<file path="src/rtl/pc_fetch_sequencer_if.sv">
// Bus bundle between the fetch sequencer and its surroundings: program
// counter, instruction memory and the execute datapath.
interface pc_fetch_sequencer_if;
    logic        start;
    logic        step_mode;
    logic [7:0]  pc;
    logic        enable_increment;
    logic        mem_req;
    logic [7:0]  mem_addr;
    logic        mem_ack;
    logic [7:0]  mem_rdata;
    logic [7:0]  instr;
    logic        instr_valid;
    logic        exec_done;
    logic        stall;
    logic        halted;
    logic        err_timeout;
    logic [15:0] instr_count;

    // Sequencer side
    modport master (
        input  start, step_mode, pc, mem_ack, mem_rdata, exec_done, stall,
        output enable_increment, mem_req, mem_addr, instr, instr_valid,
               halted, err_timeout, instr_count
    );

    // Environment side: counter, memory and datapath
    modport slave (
        output start, step_mode, pc, mem_ack, mem_rdata, exec_done, stall,
        input  enable_increment, mem_req, mem_addr, instr, instr_valid,
               halted, err_timeout, instr_count
    );
endinterface

</file>
<file path="src/rtl/pc_fetch_sequencer.sv">
// Fetch/execute/advance control FSM for an 8-bit program counter.
// Fetches at pc, holds the instruction for the datapath, pulses the counter
// increment once per retired instruction, and halts on the halt opcode or
// when instruction memory fails to acknowledge in time.
module pc_fetch_sequencer #(
    parameter logic [7:0]  HALT_OPCODE = 8'hFF,
    parameter int unsigned ACK_TIMEOUT = 16
) (
    input  logic                   clk,
    input  logic                   reset,
    pc_fetch_sequencer_if.master   bus
);

    typedef enum logic [2:0] {
        S_IDLE,
        S_FETCH,
        S_EXECUTE,
        S_INCR,
        S_HALTED
    } state_t;

    // Wait counter value during the last allowed FETCH cycle
    localparam logic [7:0] LAST_WAIT = 8'(ACK_TIMEOUT - 1);

    state_t      state_q, state_d;
    logic [7:0]  wait_q,  wait_d;
    logic [7:0]  instr_q, instr_d;
    logic        valid_q, valid_d;
    logic        err_q,   err_d;
    logic [15:0] count_q, count_d;

    // Next-state and register update decode
    always_comb begin
        state_d = state_q;
        wait_d  = '0;        // zero everywhere outside FETCH, so FETCH starts at 0
        instr_d = instr_q;
        valid_d = 1'b0;
        err_d   = err_q;
        count_d = count_q;

        unique case (state_q)
            S_IDLE: begin
                if (bus.start) begin
                    state_d = S_FETCH;
                end
            end
            S_FETCH: begin
                wait_d = wait_q + 8'd1;
                // An ack in the last allowed cycle takes priority over the timeout
                if (bus.mem_ack) begin
                    instr_d = bus.mem_rdata;
                    if (bus.mem_rdata == HALT_OPCODE) begin
                        state_d = S_HALTED;
                    end else begin
                        state_d = S_EXECUTE;
                        valid_d = 1'b1;
                    end
                end else if (wait_q == LAST_WAIT) begin
                    state_d = S_HALTED;
                    err_d   = 1'b1;
                end
            end
            S_EXECUTE: begin
                if (bus.exec_done && !bus.stall) begin
                    state_d = S_INCR;
                end
            end
            S_INCR: begin
                count_d = count_q + 16'd1;
                state_d = bus.step_mode ? S_IDLE : S_FETCH;
            end
            S_HALTED: begin
                state_d = S_HALTED;
            end
            default: begin
                state_d = S_IDLE;
            end
        endcase
    end

    // State and datapath registers with synchronous reset
    always_ff @(posedge clk) begin
        if (reset) begin
            state_q <= S_IDLE;
            wait_q  <= '0;
            instr_q <= '0;
            valid_q <= 1'b0;
            err_q   <= 1'b0;
            count_q <= '0;
        end else begin
            state_q <= state_d;
            wait_q  <= wait_d;
            instr_q <= instr_d;
            valid_q <= valid_d;
            err_q   <= err_d;
            count_q <= count_d;
        end
    end

    assign bus.mem_req          = (state_q == S_FETCH);
    assign bus.mem_addr         = (state_q == S_FETCH) ? bus.pc : '0;
    assign bus.enable_increment = (state_q == S_INCR);
    assign bus.halted           = (state_q == S_HALTED);
    assign bus.instr            = instr_q;
    assign bus.instr_valid      = valid_q;
    assign bus.err_timeout      = err_q;
    assign bus.instr_count      = count_q;

endmodule
</file>
<file path="src/flat_wrapper.sv">
// flat-port wrapper written by rule: the top's interface ports become plain ports
module pc_fetch_sequencer_flat 
#(
    parameter logic [7:0]  HALT_OPCODE = 8'hFF,
    parameter int unsigned ACK_TIMEOUT = 16
)
  (clk, reset, bus_start, bus_step_mode, bus_pc, bus_mem_ack, bus_mem_rdata, bus_exec_done, bus_stall, bus_enable_increment, bus_mem_req, bus_mem_addr, bus_instr, bus_instr_valid, bus_halted, bus_err_timeout, bus_instr_count);
  pc_fetch_sequencer_if bus_i ();
  input  logic clk;
  input  logic reset;
  input wire logic [$bits(bus_i.start)-1:0] bus_start;
  input wire logic [$bits(bus_i.step_mode)-1:0] bus_step_mode;
  input wire logic [$bits(bus_i.pc)-1:0] bus_pc;
  input wire logic [$bits(bus_i.mem_ack)-1:0] bus_mem_ack;
  input wire logic [$bits(bus_i.mem_rdata)-1:0] bus_mem_rdata;
  input wire logic [$bits(bus_i.exec_done)-1:0] bus_exec_done;
  input wire logic [$bits(bus_i.stall)-1:0] bus_stall;
  output wire logic [$bits(bus_i.enable_increment)-1:0] bus_enable_increment;
  output wire logic [$bits(bus_i.mem_req)-1:0] bus_mem_req;
  output wire logic [$bits(bus_i.mem_addr)-1:0] bus_mem_addr;
  output wire logic [$bits(bus_i.instr)-1:0] bus_instr;
  output wire logic [$bits(bus_i.instr_valid)-1:0] bus_instr_valid;
  output wire logic [$bits(bus_i.halted)-1:0] bus_halted;
  output wire logic [$bits(bus_i.err_timeout)-1:0] bus_err_timeout;
  output wire logic [$bits(bus_i.instr_count)-1:0] bus_instr_count;
  assign bus_i.start = bus_start;
  assign bus_i.step_mode = bus_step_mode;
  assign bus_i.pc = bus_pc;
  assign bus_i.mem_ack = bus_mem_ack;
  assign bus_i.mem_rdata = bus_mem_rdata;
  assign bus_i.exec_done = bus_exec_done;
  assign bus_i.stall = bus_stall;
  assign bus_enable_increment = bus_i.enable_increment;
  assign bus_mem_req = bus_i.mem_req;
  assign bus_mem_addr = bus_i.mem_addr;
  assign bus_instr = bus_i.instr;
  assign bus_instr_valid = bus_i.instr_valid;
  assign bus_halted = bus_i.halted;
  assign bus_err_timeout = bus_i.err_timeout;
  assign bus_instr_count = bus_i.instr_count;
  pc_fetch_sequencer #(.HALT_OPCODE(HALT_OPCODE), .ACK_TIMEOUT(ACK_TIMEOUT)) u_core (.clk(clk), .reset(reset), .bus(bus_i));
endmodule
</file>
<file path="config.mk">
export PLATFORM = sky130hd
export DESIGN_NAME = pc_fetch_sequencer_flat
export DESIGN_NICKNAME = d
export VERILOG_FILES = /design/src/rtl/pc_fetch_sequencer_if.sv /design/src/rtl/pc_fetch_sequencer.sv /design/src/flat_wrapper.sv
export SDC_FILE = /design/constraint.sdc
export NUM_CORES = 1
export LEC_CHECK = 0
export BUFFER_PORTS_ARGS = -buffer_cell sky130_fd_sc_hd__buf_2
export CORE_MARGIN = 2
export CORE_UTILIZATION = 44
export CTS_CLUSTER_SIZE = 24
export DETAILED_ROUTE_END_ITERATION = 6
export HOLD_SLACK_MARGIN = 0.05
export PLACE_DENSITY = 0.78
export SKIP_LAST_GASP = 1
export SLEW_MARGIN = 40
export SYNTH_ARGS = -nofsm -noshare
export SYNTH_HDL_FRONTEND = slang
export SYNTH_SLANG_ARGS = --single-unit
export TNS_END_PERCENT = 5
</file>
<file path="constraint.sdc">
create_clock -name clk -period 1.9 [get_ports clk]
set_clock_uncertainty 0.2 [all_clocks]
set_input_delay 0.19 -clock clk [delete_from_list [all_inputs] [get_ports clk]]
set_output_delay 0.19 -clock clk [all_outputs]
set_load 0.005 [all_outputs]
</file>
==> results of run 1 <==
-- where the power goes --
group          total (W)  internal, W  switching (W)
clock network   0.000713     0.000428       0.000285
logic           0.000218     0.000114       0.000104
registers       0.000808     0.000795      0.0000124
-- cell type report --
class	instances	area (um2)
fillers	308	1264
multi-input cells	143	850.8
clock buffers	7	86.33
repair buffers	91	558.0
well taps	48	60.06
inverters	4	15.01
clock inverters	1	30.03
flip-flops and latches	37	742.0
-- flip-flops by register name, indices dropped and copies added, names as in the netlist --
signal	cells
u_core.bus.instr_count	16
u_core.wait_q	8
u_core.bus.instr_valid	1
u_core.state_q	3
u_core.bus.instr	8
u_core.bus.err_timeout	1
-- worst min path at each step --
stage                                        to  slack (ns)  cells after the start
2_1_floorplan  u_core.bus.instr[0]$_SDFFE_PP0P_        0.13                      2
3_3_place_gp        u_core.wait_q[0]$_SDFF_PP0_        0.23                      1
3_5_place_dp   u_core.bus.instr[0]$_SDFFE_PP0P_        0.25                      2
4_1_cts          u_core.state_q[0]$_SDFFE_PP0P_        0.11                      4
5_1_grt          u_core.state_q[0]$_SDFFE_PP0P_        0.14                      4
6_report         u_core.state_q[0]$_SDFFE_PP0P_        0.12                      4
-- worst register-to-register path, stage by stage (launching register included) --
cell	delay, ns
dfxtp_1	0.34
ha_2	0.17
inv_1	0.05
or4_4	0.56
or3_1	0.36
a21oi_1	0.13
-- layout by cell type (no fill, tap or decap), drive strengths merged, types with 3 or more instances in the layout --
master	netlist	layout
buf	2	81
dfxtp	37	37
nand2	27	27
nor2	22	22
a21oi	17	17
dlygate4sd3	0	10
and2	9	9
o21ai	7	7
xor2	7	7
clkbuf	6	7
xnor2	6	6
nand3	5	5
nand4	5	5
or3	5	5
inv	4	4
nor3b	4	4
nor3	3	3
or4	3	3
-- timing repair --
item                                   4_1_cts  5_1_grt
hold buffers                                10        0
endpoints found under the hold margin       10        0
gates resized for setup                      0        3
setup endpoints to repair                    0       12
setup buffers                                0        2
-- per-stage QoR --
stage / util (%) / total power [W] / TNS (ns)
floorplan: - / 0.0009188 / 0
global placement: 58.08 / 0.001005 / 0
detailed placement: 58.08 / 0.001011 / 0
CTS: 64.09 / 0.001731 / 0
global route: 64.95 / 0.001797 / -0.05009
finish: 64.95 / 0.001738 / 0
-- routing by layer --
metal | vias up | share of wire [%]
met5 | - | 0
met4 | 0 | 0.85
met3 | 2 | 4.3
met2 | 44 | 52
met1 | 780 | 43
li1 | 831 | -
-- Yosys cell counts, drive strengths merged (2+ instances only) --
| cell type | number |
|---|---|
| dfxtp | 37 |
| nand2 | 27 |
| nor2 | 22 |
| a21oi | 17 |
| and2 | 9 |
| o21ai | 7 |
| xor2 | 7 |
| clkbuf | 6 |
| xnor2 | 6 |
| nand3 | 5 |
| nand4 | 5 |
| or3 | 5 |
| inv | 4 |
| nor3b | 4 |
| nor3 | 3 |
| or4 | 3 |
| a31oi | 2 |
| and3 | 2 |
| buf | 2 |
| ha | 2 |
| mux2 | 2 |
| nand2b | 2 |
| nand3b | 2 |
| nor2b | 2 |
| nor4 | 2 |
-- cells by family (layout without fill, tap and decap cells) --
group                    Yosys count  in the layout  share of synthesized area, %
XOR/XNOR                          13             13                         7.005
adder cells (fa/ha/maj)            2              2                         1.539
AND/OR/NAND/NOR                   97             97                         31.72
multiplexers                       3              3                         2.001
flip-flops                        37             37                         45.57
AO/OA/AOI/OAI                     28             28                         9.238
buffers and inverters             12            103                         2.924
==> reports/metrics.yaml, run 1 <==
ys_seq_elements: 37
final_layout_size_suffix_gt1_share_pct: 34.63
cp-endpoint: "u_core.bus.instr_count[12]$_SDFFE_PP0N_"
io_pins: 60
timing.rr.end: "u_core.bus.instr_count[12]$_SDFFE_PP0N_"
yosys_warnings: 0
route.vias.total: 1657
path_buf_inv: 1
totalWireLength_um: 4005
fin_nets: 307
grt_pass1_wl_um: 6417
slowest_stage: "or4_4"
crit_chain: "ha_2 -> inv_1 -> or4_4 -> or3_1 -> a21oi_1"
grt_overflow: 0
place_area_um2: 2095
synth_flop_cell: "dfxtp_1"
synthDistinctLibCells: 35
cp.arrival_ns: 1.90
maxCapViolations: 0
core_um2: 3606
die_h_um: 64.78
synth_edf_count: 0
syn_area_um2: 1625
grt_use_total_pct: 19.63
vias_per_cell: 5.006
drv_slew: 0
start_util_pct: 45.07
p_leak_nw: 1.075
timing.final.crit_share_pct: 98.00
ir_worst_vdd_v: 0.0005990
grt_pass1_vias: 1481
max_slew_margin_pct: 69.78
final_cell_area_um2: 2342
met1_usage_pct: 22.26
grt_max_degree: 19
yosysTopAreaCellShare_pct: 45.57
firstDrtPassIters: 4
critPathRequiredTime_ns: 1.93
clock_latency_ns: 0.30
cellPowerDensity_nw_per_um2: 742.1
critPathKind: "flip-flop to flip-flop"
drt-initial-drc-count: 74
min_from: "bus_start"
worst_pin_slew_ns: 0.4492
synth_area_per_cell_um2: 8.465
ant_nets: 0
seq_area_frac_synth_pct: 45.57
critPathTopFamily: "simple AND/OR/NAND/NOR gates"
critical-path-max-stage-delay_ns: 0.56
wire_per_inst_um: 12.10
r2r-start: "u_core.bus.instr_count[1]$_SDFFE_PP0N_"
die_w_um: 64.78
route.detailed.drc: 0
worst_slack_ns: 0.03796
report.final.hold_viol_count: 0
port-buffer-count: 59
yosysTopAreaCell: "dfxtp_1"
crit_path_end_kind: "flip-flop"
critPathMaxFanout: 5
path_clk_slew_ns: 0.07
gp_congestion: 0.8330
area_delta_synth_final_pct: 44.11
cts.sinks: 37
fmax_mhz: 537.0
postSynthCellCount: 192
async_reset_ff_share_pct: 0
cts_tree: "built"
cts_inserted_buffers: 5
grtUsageMet2_pct: 35.57
start_kind: "flip-flop"
status: "finished, final reports clean"
antenna_found_initial: 0
path_depth: 5
synth_area_leaders: "dfxtp_1 (46%), nand2_1 (6.2%), a21oi_1 (5.2%)"
layout.cells.non_filler: 331
period_needed_ns: 1.862
startpoint: "u_core.bus.instr_count[1]$_SDFFE_PP0N_"
reg2reg_depth: 5
htree_num_levels: 2
ff2ff_setup_slack_ns: 0.04
dp_hpwl_um: 2804
place_ws_ns: 0.03716
whs_ns: 0.1192
n_antenna_cell: 0
syn-num-nets: 217
setup_violations: 0
grt_use_met3_pct: 4.340
rows: 22
clockBufferDepth: 2
grt.busiest_layer: "met2"
cts-root-buf: "clkbuf_8"
dieArea_um2: 4196
min_path_type: "input port to flip-flop"
place_inst: 310
grt_setup_unrepaired: "true"
No activity file was read; power rests on OpenSTA's default activity.
==> run 2, diff against run 1 <==
--- a/config.mk
+++ b/config.mk
@@ -7,11 +7,12 @@
 export LEC_CHECK = 0
 export BUFFER_PORTS_ARGS = -buffer_cell sky130_fd_sc_hd__buf_2
 export CORE_MARGIN = 2
-export CORE_UTILIZATION = 44
+export CORE_UTILIZATION = 48
 export CTS_CLUSTER_SIZE = 24
 export DETAILED_ROUTE_END_ITERATION = 6
 export HOLD_SLACK_MARGIN = 0.05
-export PLACE_DENSITY = 0.78
+export PLACE_DENSITY = 0.81
+export SKIP_CTS_REPAIR_TIMING = 1
 export SKIP_LAST_GASP = 1
 export SLEW_MARGIN = 40
 export SYNTH_ARGS = -nofsm -noshare
==> constraint.sdc (replaced) <==
create_clock -name clk -period 1.8 [get_ports clk]
set_clock_uncertainty 0.2 [all_clocks]
set_input_delay 0.18 -clock clk [delete_from_list [all_inputs] [get_ports clk]]
set_output_delay 0.18 -clock clk [all_outputs]
set_load 0.005 [all_outputs]
==> reports/metrics.yaml, run 2 (synthesized netlist as in run 1, its figures left out) <==
reg2reg_depth: 4  # was 5
clock_latency_ns: 0.34  # was 0.30 ns
final_layout_size_suffix_gt1_share_pct: 37.59  # was 34.63%
layout.cells.non_filler: 328  # was 331
critPathMaxFanout: 5  # unchanged
critPathKind: "flip-flop to flip-flop"  # unchanged
grt_overflow: 0  # unchanged
crit_path_end_kind: "flip-flop"  # unchanged
path_clk_slew_ns: 0.10  # was 0.07 ns
largest_reg_flops: 16  # unchanged
gp_congestion: 0.8063  # was 0.8330
die_h_um: 62.19  # was 64.78 um
drt-initial-drc-count: 78  # was 74
report.final.hold_viol_count: 0  # unchanged
ir_worst_vdd_v: 0.0004298  # was 0.0005990 V
startpoint: "u_core.state_q[2]$_SDFFE_PP0P_"  # was u_core.bus.instr_count[1]$_SDFFE_PP0N_
critical-path-max-stage-delay_ns: 0.59  # was 0.56 ns
area_delta_synth_final_pct: 42.49  # was 44.11%
grt_pass1_wl_um: 6423  # was 6417 um
slowest_stage: "or4_4"  # unchanged
firstDrtPassIters: 4  # unchanged
cts.sinks: 37  # unchanged
worst_pin_slew_ns: 0.3707  # was 0.4492 ns
worst_slack_ns: -0.02013  # was 0.03796 ns
grt_pass1_vias: 1535  # was 1481
route.detailed.drc: 0  # unchanged
vias_per_cell: 4.942  # was 5.006
r2r-start: "u_core.state_q[2]$_SDFFE_PP0P_"  # was u_core.bus.instr_count[1]$_SDFFE_PP0N_
seq_area_um2: 752.0  # was 742.0 um2
htree_num_levels: 2  # unchanged
multi_input_area_um2: 872.1  # was 850.8 um2
maxCapViolations: 0  # unchanged
rows: 21  # was 22
route.vias.total: 1621  # was 1657
setup_violations: 2  # was 0
cellPowerDensity_nw_per_um2: 657.2  # was 742.1 nW/um2
place_ws_ns: -0.003689  # was 0.03716 ns
cts_inserted_buffers: 5  # unchanged
crit_chain: "nand4b_4 -> or4_4 -> or3_4 -> a21oi_2"  # was ha_2 -> inv_1 -> or4_4 -> or3_1 -> a21oi_1
hold_depth: 4  # unchanged
core_um2: 3284  # was 3606 um2
failed_checks: "negative setup slack"
ant_nets: 0  # unchanged
timing.final.crit_share_pct: 101.1  # was 98.00%
cts-root-buf: "clkbuf_4"  # was clkbuf_8
final_common_cell: "buf_2"  # unchanged
fin_nets: 307  # unchanged
final_cell_mix: "buf_2 (60), dfxtp_1 (30), nand2_1 (27)"  # was buf_2 (60), dfxtp_1 (36), nand2_1 (27)
fillers: 266  # was 308
critPathRequiredTime_ns: 1.88  # was 1.93 ns
n_antenna_cell: 0  # unchanged
status: "finished with violations"  # was finished, final reports clean
antenna_found_initial: 0  # unchanged
fmax_mhz: 549.4  # was 537.0 MHz
die_w_um: 62.19  # was 64.78 um
grt_max_degree: 18  # was 19
io_pins: 60  # unchanged
max_slew_margin_pct: 75.06  # was 69.78%
clockBufferDepth: 2  # unchanged
dp_hpwl_um: 2833  # was 2804 um
start_util_pct: 49.49  # was 45.07%
min_path_type: "input port to flip-flop"  # unchanged
p_leak_nw: 1.052  # was 1.075 nW
min_from: "bus_start"  # unchanged
totalWireLength_um: 3912  # was 4005 um
cts_tree: "built"  # unchanged
place_inst: 308  # was 310
port-buffer-count: 59  # unchanged
grt_use_total_pct: 20.76  # was 19.63%
wire_per_inst_um: 11.93  # was 12.10 um
start_kind: "flip-flop"  # unchanged
cp.arrival_ns: 1.90  # about the same
period_needed_ns: 1.820  # was 1.862 ns
grt_setup_unrepaired: "true"  # unchanged
dieArea_um2: 3868  # was 4196 um2
drv_slew: 0  # unchanged
[run 2: final timing paths]
| path | endpoint | slack (ns) |
|---|---|---|
| setup / recovery | u_core.bus.instr_count[14]$_SDFFE_PP0N_ | -0.02 |
| hold / removal | u_core.state_q[0]$_SDFFE_PP0P_ | 0.02 |
| setup reg to reg | u_core.bus.instr_count[14]$_SDFFE_PP0N_ | -0.02 |
| hold reg to reg | u_core.wait_q[0]$_SDFF_PP0_ | 0.26 |
[run 2: worst max-delay path, delay by kind of cell, from the launching register on]
family,cells,cell delay [ns]
flip-flops,1,0.33
AO/OA/AOI/OAI,1,0.11
AND/OR/NAND/NOR,3,1.12
[run 2: power breakdown]
part	switching (W)	internal [W]
clock	0.000264	0.000183
combinational	0.000106	0.000117
sequential	0.0000129	0.000839
[run 2: stage by stage]
step / util (%) / instance area (um2) / total power (W) / setup TNS (ns) / hold WS, ns
after detailed placement: 64.08 / 2105 / 0.001065 / -0.003689 / 0.2343
after floorplan: - / 1650 / 0.0009742 / -0.02761 / 0.1160
final: 70.51 / 2316 / 0.001522 / -0.03266 / 0.02292
after CTS: 65.87 / 2163 / 0.001507 / -0.8143 / -0.1414
after global routing: 70.51 / 2316 / 0.001598 / -1.655 / 0.05312
after global placement: 64.08 / 2105 / 0.001061 / 0 / 0.2320
[run 2: area by class of cell]
type	count	area share, %
clock buffer	6	2.215
clock inverter	1	0.3241
inverter	4	0.6483
multi-input combinational	143	37.66
sequential	37	32.47
tap	46	2.485
timing repair buffer	91	24.20
[run 2: metal layers]
layer | global-route usage [%] | share of wire (%) | vias to the layer above
li1 | - | - | 832
met1 | 24.08 | 42 | 739
met2 | 35.05 | 51 | 41
met3 | 6.159 | 4.9 | 9
met4 | 10.00 | 2.3 | 0
met5 | 0 | 0 | -
==> run 3, diff against run 2 <==
--- a/config.mk
+++ b/config.mk
@@ -10,7 +10,7 @@
 export CORE_UTILIZATION = 48
 export CTS_CLUSTER_SIZE = 24
 export DETAILED_ROUTE_END_ITERATION = 6
-export HOLD_SLACK_MARGIN = 0.05
+export HOLD_SLACK_MARGIN = 0.03
 export PLACE_DENSITY = 0.81
 export SKIP_CTS_REPAIR_TIMING = 1
 export SKIP_LAST_GASP = 1
==> constraint.sdc (replaced) <==
create_clock -name clk -period 1.9 [get_ports clk]
set_clock_uncertainty 0.2 [all_clocks]
set_input_delay 0.19 -clock clk [delete_from_list [all_inputs] [get_ports clk]]
set_output_delay 0.19 -clock clk [all_outputs]
set_load 0.005 [all_outputs]
==> reports/metrics.yaml, run 3 (synthesized netlist as in run 1, its figures left out) <==
place_ws_ns: 0.01364  # was -0.003689 ns
ant_nets: 0  # unchanged
grt_pass1_vias: 1455  # was 1535
largest_reg_flops: 16  # unchanged
tns_ns: 0  # was -0.03266 ns
ff2ff_setup_slack_ns: 0.04  # was -0.02 ns
finalPower_w: 0.001430  # was 0.001522 W
r2r-start: "u_core.bus.instr_count[3]$_SDFFE_PP0N_"  # was u_core.state_q[2]$_SDFFE_PP0P_
cts_tree: "built"  # unchanged
maxCapViolations: 0  # unchanged
start_util_pct: 49.49  # unchanged
timing.rr.end: "u_core.bus.instr_count[12]$_SDFFE_PP0N_"  # was u_core.bus.instr_count[14]$_SDFFE_PP0N_
critPathKind: "flip-flop to flip-flop"  # unchanged
start_kind: "flip-flop"  # unchanged
p_leak_nw: 1.056  # was 1.052 nW
status: "finished, final reports clean"  # was finished with violations
drv_slew: 0  # unchanged
wire_per_inst_um: 11.88  # was 11.93 um
grt_overflow: 0  # unchanged
rows: 21  # unchanged
crit_path_end_kind: "flip-flop"  # unchanged
min_to: "u_core.bus.instr_count[1]$_SDFFE_PP0N_"  # was u_core.state_q[0]$_SDFFE_PP0P_
reg2reg_depth: 4  # unchanged
route.detailed.drc: 0  # unchanged
die_h_um: 62.19  # unchanged
area_delta_synth_final_pct: 43.26  # was 42.49%
grt_max_degree: 23  # was 18
layout.cells.non_filler: 330  # was 328
timing.final.crit_share_pct: 97.89  # was 101.1%
final_common_cell: "buf_2"  # unchanged
fin_nets: 308  # was 307
path_clk_slew_ns: 0.10  # about the same
worst_slack_ns: 0.04018  # was -0.02013 ns
place_inst: 307  # was 308
vias_per_cell: 4.912  # was 4.942
die_w_um: 62.19  # unchanged
dieArea_um2: 3868  # unchanged
cellPowerDensity_nw_per_um2: 614.0  # was 657.2 nW/um2
io_pins: 60  # unchanged
cts-root-buf: "clkbuf_4"  # unchanged
core_um2: 3284  # unchanged
clockBufferDepth: 2  # unchanged
gp_congestion: 0.7843  # was 0.8063
grt_setup_unrepaired: "true"  # unchanged
cts_inserted_buffers: 5  # unchanged
max_slew_margin_pct: 73.22  # was 75.06%
worst_pin_slew_ns: 0.3980  # was 0.3707 ns
cts.sinks: 37  # unchanged
clock_latency_ns: 0.34  # about the same
min_path_type: "input port to flip-flop"  # unchanged
drt-initial-drc-count: 89  # was 78
ir_worst_vdd_v: 0.0005956  # was 0.0004298 V
setup_violations: 0  # was 2
route.vias.total: 1621  # unchanged
htree_num_levels: 2  # unchanged
grt_use_total_pct: 19.61  # was 20.76%
fmax_mhz: 537.7  # was 549.4 MHz
firstDrtPassIters: 4  # unchanged
dp_hpwl_um: 2709  # was 2833 um
critPathRequiredTime_ns: 1.98  # was 1.88 ns
cp.arrival_ns: 1.94  # was 1.90 ns
grt_pass1_wl_um: 6154  # was 6423 um
final_cell_mix: "buf_2 (60), dfxtp_1 (29), nand2_1 (27)"  # was buf_2 (60), dfxtp_1 (30), nand2_1 (27)
critPathMaxFanout: 5  # unchanged
report.final.hold_viol_count: 0  # unchanged
whs_ns: 0.04807  # was 0.02292 ns
period_needed_ns: 1.860  # was 1.820 ns
min_from: "reset"  # was bus_start
hold_depth: 2  # was 4
totalWireLength_um: 3919  # was 3912 um
n_antenna_cell: 0  # unchanged
antenna_found_initial: 0  # unchanged
final_layout_size_suffix_gt1_share_pct: 38.03  # was 37.59%
port-buffer-count: 59  # unchanged
==> run 3: how the worst max path moves through the flow <==
stage	slack (ns)	start	endpoint
finish	0.04	u_core.bus.instr_count[3]$_SDFFE_PP0N_	u_core.bus.instr_count[12]$_SDFFE_PP0N_
global route	-0.04	u_core.bus.instr_count[3]$_SDFFE_PP0N_	u_core.bus.instr_count[12]$_SDFFE_PP0N_
CTS	-0.09	u_core.state_q[0]$_SDFFE_PP0P_	bus_mem_addr[7]
detailed placement	0.01	u_core.bus.instr_count[1]$_SDFFE_PP0N_	u_core.bus.instr_count[12]$_SDFFE_PP0N_
global placement	0.07	u_core.bus.instr_count[1]$_SDFFE_PP0N_	u_core.bus.instr_count[14]$_SDFFE_PP0N_
floorplan	0.003	u_core.bus.instr_count[1]$_SDFFE_PP0N_	u_core.bus.instr_count[12]$_SDFFE_PP0N_
==> run 3: worst max-delay path, stage by stage (launching register included) <==
cell and delay (ns):
dfxtp_2 0.34, nand4_1 0.19, or4_4 0.56, or3_4 0.38, a21oi_2 0.13
==> run 3: layout make-up <==
class	count	area, um2
Clock buffer	8	48.80
Sequential cell	37	750.7
Tap cell	46	57.56
Multi-Input combinational cell	143	879.6
Timing Repair Buffer	92	576.8
Inverter	4	15.01
Fill cell	261	955.9
==> run 3: per-stage QoR <==
stage	area (um2)	util, %
after floorplan	1629	-
after global placement	2085	63.47
after detailed placement	2085	63.47
after CTS	2133	64.95
after global routing	2328	70.90
final	2328	70.90
==> run 3: routing by layer <==
layer / track usage, % / vias to the layer above / wire length [um] / part of all wire (%)
met3: 6.703 / 4 / 181 / 4.6
li1: - / 834 / - / -
met5: 0 / - / 0 / 0
met1: 23.89 / 744 / 1701 / 43
met2: 33.29 / 39 / 2005 / 51
met4: 5.000 / 0 / 31 / 0.79
==> run 3: power by group <==
group | switching [W] | total, W | internal, W
combinational | 0.000104 | 0.000227 | 0.000123
clock | 0.000246 | 0.000393 | 0.000147
sequential | 0.0000135 | 0.000810 | 0.000797
total | 0.000363 | 0.00143 | 0.00107
